===== src/rtl/pwm_capture.sv =====
// PWM receiver: measures high time and rise-to-rise period of pwm_in, recovers the duty code,
// and flags a line that stops rising. Optional glitch filter enabled by PWM_CAP_FILTER_EN.
module pwm_capture #(
  parameter int unsigned CBITS       = 15,
  parameter int unsigned SYNC_STAGES = 2,
  parameter int unsigned FILT_LEN    = 3
) (
  input  logic             clk,
  input  logic             rst,
  input  logic             pwm_in,
  output logic [CBITS:0]   high_cnt,
  output logic [CBITS:0]   period_cnt,
  output logic [2:0]       duty_code,
  output logic             meas_valid,
  output logic             stuck,
  output logic             stuck_level
);

  localparam int unsigned CW = CBITS + 1;
  localparam logic [CW-1:0] CMAX = '1;

  typedef enum logic [0:0] {WAIT_RISE, MEASURE} state_t;

  if (SYNC_STAGES < 2 || FILT_LEN < 1) begin : g_param_check
    $error("pwm_capture: SYNC_STAGES must be >= 2 and FILT_LEN >= 1");
  end

  logic [SYNC_STAGES-1:0] sync_q;
  logic                   s;
  logic                   lvl;
  logic                   lvl_d;
  logic                   rise;
  state_t                 state;
  logic [CW-1:0]          per_ctr;
  logic [CW-1:0]          hi_ctr;

  // Metastability synchronizer for the asynchronous line
  always_ff @(posedge clk) begin
    if (rst) sync_q <= '0;
    else     sync_q <= {sync_q[SYNC_STAGES-2:0], pwm_in};
  end

  assign s = sync_q[SYNC_STAGES-1];

`ifdef PWM_CAP_FILTER_EN
  localparam int unsigned FW = (FILT_LEN < 2) ? 1 : $clog2(FILT_LEN);

  logic [FW-1:0] filt_cnt;
  logic          f;

  // Level moves only after FILT_LEN consecutive samples disagreeing with it
  always_ff @(posedge clk) begin
    if (rst) begin
      filt_cnt <= '0;
      f        <= 1'b0;
    end else if (s == f) begin
      filt_cnt <= '0;
    end else if (filt_cnt == FW'(FILT_LEN - 1)) begin
      filt_cnt <= '0;
      f        <= s;
    end else begin
      filt_cnt <= filt_cnt + FW'(1);
    end
  end

  assign lvl = f;
`else
  assign lvl = s;
`endif

  assign rise = lvl & ~lvl_d;

  // Measurement FSM; a rise always wins over the timeout in the same cycle
  always_ff @(posedge clk) begin
    if (rst) begin
      lvl_d       <= 1'b0;
      state       <= WAIT_RISE;
      per_ctr     <= '0;
      hi_ctr      <= '0;
      high_cnt    <= '0;
      period_cnt  <= '0;
      duty_code   <= '0;
      meas_valid  <= 1'b0;
      stuck       <= 1'b0;
      stuck_level <= 1'b0;
    end else begin
      lvl_d      <= lvl;
      meas_valid <= 1'b0;
      case (state)
        WAIT_RISE: begin
          if (rise) begin
            per_ctr     <= CW'(1);
            hi_ctr      <= CW'(1);
            stuck       <= 1'b0;
            stuck_level <= 1'b0;
            state       <= MEASURE;
          end
        end
        MEASURE: begin
          if (rise) begin
            period_cnt <= per_ctr;
            high_cnt   <= hi_ctr;
            duty_code  <= hi_ctr[CBITS-2:CBITS-4];
            meas_valid <= 1'b1;
            per_ctr    <= CW'(1);
            hi_ctr     <= CW'(1);
          end else if (per_ctr == CMAX) begin
            stuck       <= 1'b1;
            stuck_level <= lvl;
            state       <= WAIT_RISE;
          end else begin
            per_ctr <= per_ctr + CW'(1);
            if (lvl && hi_ctr != CMAX) hi_ctr <= hi_ctr + CW'(1);
          end
        end
        default: state <= WAIT_RISE;
      endcase
    end
  end

endmodule


===== config.mk =====
export PLATFORM = sky130hd
export DESIGN_NAME = pwm_capture
export DESIGN_NICKNAME = d
export VERILOG_FILES = /design/src/rtl/pwm_capture.sv
export SDC_FILE = /design/constraint.sdc
export NUM_CORES = 1
export LEC_CHECK = 0
export BUFFER_PORTS_ARGS = -buffer_cell sky130_fd_sc_hd__buf_2
export CORE_MARGIN = 2
export CORE_UTILIZATION = 57
export CTS_CLUSTER_SIZE = 20
export DETAILED_ROUTE_END_ITERATION = 8
export PLACE_DENSITY_LB_ADDON = 0.1
export SETUP_SLACK_MARGIN = 0.02
export SLEW_MARGIN = 20
export SYNTH_ARGS = -nofsm -noshare
export SYNTH_HDL_FRONTEND = slang
export SYNTH_SLANG_ARGS = --single-unit

===== constraint.sdc =====
create_clock -name clk -period 2.2 [get_ports clk]
set_input_delay 0.55 -clock clk [delete_from_list [all_inputs] [get_ports clk]]
set_output_delay 0.55 -clock clk [all_outputs]
set_load 0.02 [all_outputs]

==> reports/summary.md <==
## Power
- sequential cell fraction of total power: 51.8%
- proportion of power drawn by the clock network: 43.2%
- cell leakage power: 1.42 nW
- total power: 2.51 mW
- combinational cell fraction of total power: 5.0%
- switching share of power: 22.4%
- pwr dens: 667 nW/um^2
- Max VDD drop: 405 uV
- total internal power: 1.95 mW
- switching power of the nets: 0.561 mW

## Timing
- FMAX: 488 MHz
- setup TNS: 0 ns
- worst setup slack after layout: 0.152 ns
- final count of pins violating max slew: 0
- Setup violations, final: 0
- setup repair after global routing missed its margin: false
- Tcrit/Tclk final: 93.1%
- Tmin final: 2.05 ns
- actual slew at the worst max-slew pin: 0.636 ns
- final hold viol count: 0
- Max transition margin: 57.2%
- worst-case clock skew: 0.0105 ns

## Status
- outcome: complete, no violations

## Place
- Detailed Place HPWL: 5220 um
- gpl congestion: 0.911
- count of input and output buffers: 40
- dpl ws: 0.189 ns
- Cells after DPL: 512

## Worst setup path
- Max Fanout on Critical Path: 7
- standard cell with the maximum stage delay on the critical path: or3_1
- crit end category: flip-flop
- cell-by-cell trace of the critical path: ha_1 -> nand3_1 -> or3_1 -> o21ai_2 -> nor3_1 -> a32o_1
- slowest cell delay on critical path: 0.47 ns
- arrival time reported for the critical path endpoint: 2.29 ns
- type of the worst setup path: flip-flop to flip-flop
- Worst Reg2Reg Path Length in Cells: 6
- required time at the worst-slack endpoint: 2.44 ns
- startpoint types: flip-flop

## Synthesis
- fraction of registers with async set or reset after synthesis: 0%
- Synth Warn #: 0
- top-area cell type share of the netlist area: 44.4%
- number of synthesized register bits: 71
- synth cell count leaders: nand2_1, dfxtp_1, a21oi_1
- synthesized netlist cell count: 402
- cells taking the most area after synthesis: dfxtp_1, nand2_1, a21oi_1
- distinct cell type count after synthesis: 50
- share of synthesized area occupied by flip-flops and latches: 44.4%
- synthesized area per cell: 7.96 um^2
- dominant register cell in the synthesized netlist: dfxtp_1
- netlist area before placement: 3200 um^2
- library cell occupying the most area in the post-synthesis netlist: dfxtp_1
- net count of the mapped netlist: 407
- cell with the most instances after synthesis: nand2_1
- EDFF count, synth: 0

## Clocking
- buffer type at the clock tree root: clkbuf_8
- CTS H-tree depth: 3
- total clock sinks: 71
- Post-CTS Hold Fix Bufs: 0
- TritonCTS clock tree: done
- post-CTS setup buffers: 0
- Worst-Skew Late Latency: 0.35 ns
- number of buffers created by CTS: 9
- cts repair resizes: 0
- clock slew seen by the registers of the worst setup and hold paths: 0.07 ns
- clock buffer depth: 2

## Die
- initial standard-cell utilization of the core: 58.5%
- horizontal die dimension: 79.0 um
- area of the die: 6230 um^2
- IO Count: 41
- DIE HEIGHT: 79.0 um
- Placeable Area: 5470 um^2
- num rows: 27

## Global routing
- antenna violations before repair: 0
- leftover overflow at the end of global routing: 0
- gr usage total: 25.4%
- vias in the first global route: 2765
- largest net degree at the start of global routing: 30
- first-pass GRT wire length: 12700 um

## Routing
- antenna violation net count after detailed routing: 0
- Residual DRC: 0
- Detailed Route Iter0 Violations: 251
- DR vias: 3026
- total wire length: 7550 um
- DRT Pass-1 Iters: 4
- WL per Instance: 14.3 um
- Vias per Instance: 5.73

## Hold path
- Min-Delay Path Class: input port to flip-flop
- cell count of the worst hold path: 2

## Cells and area
- area growth from synthesis to layout: 17.4%
- proportion of layout cells with a drive suffix above 1: 20.2%
- Finished Layout Cells: 528
- sequential cell area: 1420 um^2
- number of antenna diodes: 0
- final-stage net count: 456
- final core utilization: 68.7%
- Multi-input gate area: 1610 um^2
- fill cell count: 467

## Job
- Max Cap Violations: 0

-- area by class of cell --
cell class                      count  area share [%]
Inverter                            6           0.599
Clock inverter                      3            1.06
Multi-Input combinational cell    296            42.9
Timing Repair Buffer               67            10.7
Clock buffer                       13            4.49
Tap cell                           72            2.40
Sequential cell                    71            37.8
-- through the flow --
step	hold WS, ns	cell area [um^2]
3_3_place_gp	0.423	3550
4_1_cts	0.407	3760
3_5_place_dp	0.424	3550
5_1_grt	0.438	3760
2_1_floorplan	0.414	3200
6_report	0.416	3760
-- state kept, by name, summed over array words and instances (netlist names), 2 cells and up --
register    flops
hi_ctr         16
high_cnt       16
per_ctr        16
period_cnt     16
sync_q          2
-- path summary, 6_finish.rpt --
check                           startpoint     endpoint  slack [ns]
worst min-delay path                pwm_in    sync_q[0]        0.42
worst max-delay path            per_ctr[0]  per_ctr[11]        0.15
worst max register to register  per_ctr[0]  per_ctr[11]        0.15
worst min register to register   sync_q[0]    sync_q[1]        0.44
-- routing by layer --
metal	global-route usage [%]	wire (um)
met2	39.3	3290
met5	0	0
met4	11.2	122
met3	3.75	460
met1	35.4	3670
-- critical path: cells and delay by family (launching register included) --
kind	cells	cell delay [ns]
flops	1	0.42
compound gates	2	0.55
fa+ha+maj	1	0.23
simple gates	3	0.75
-- kinds of logic after synthesis --
kind of cell	after synthesis	synth area share [%]
adders and majority gates	2	0.781
and+or+nand+nor	185	27.5
DFF	71	44.4
buffers and inverters	35	5.20
muxes	3	0.938
AOI/OAI and AO/OA	106	21.2
-- power groups by stage --
stage               Sequential (mW)  Clock (mW)  Combinational, mW
finish                         1.30        1.08              0.124
floorplan                      1.33           0             0.0835
global placement               1.33           0              0.123
global route                   1.30        1.15              0.135
CTS                            1.30        1.10              0.124
detailed placement             1.33           0              0.123
-- placed cells by master, fill, tap and decap left out, types with 7 or more instances in the layout --
| cell type | Yosys | final |
|---|---|---|
| nand3_1 | 24 | 24 |
| o211ai_1 | 8 | 8 |
| nor3_1 | 7 | 7 |
| clkbuf_8 | 0 | 12 |
| nand2_1 | 88 | 88 |
| buf_2 | 7 | 40 |
| nor2_1 | 19 | 19 |
| a21oi_1 | 47 | 47 |
| dfxtp_1 | 71 | 71 |
| o21ai_0 | 8 | 8 |
| nand4_1 | 12 | 12 |
| buf_4 | 5 | 27 |
Note: power is estimated with default switching activity, not from simulation.
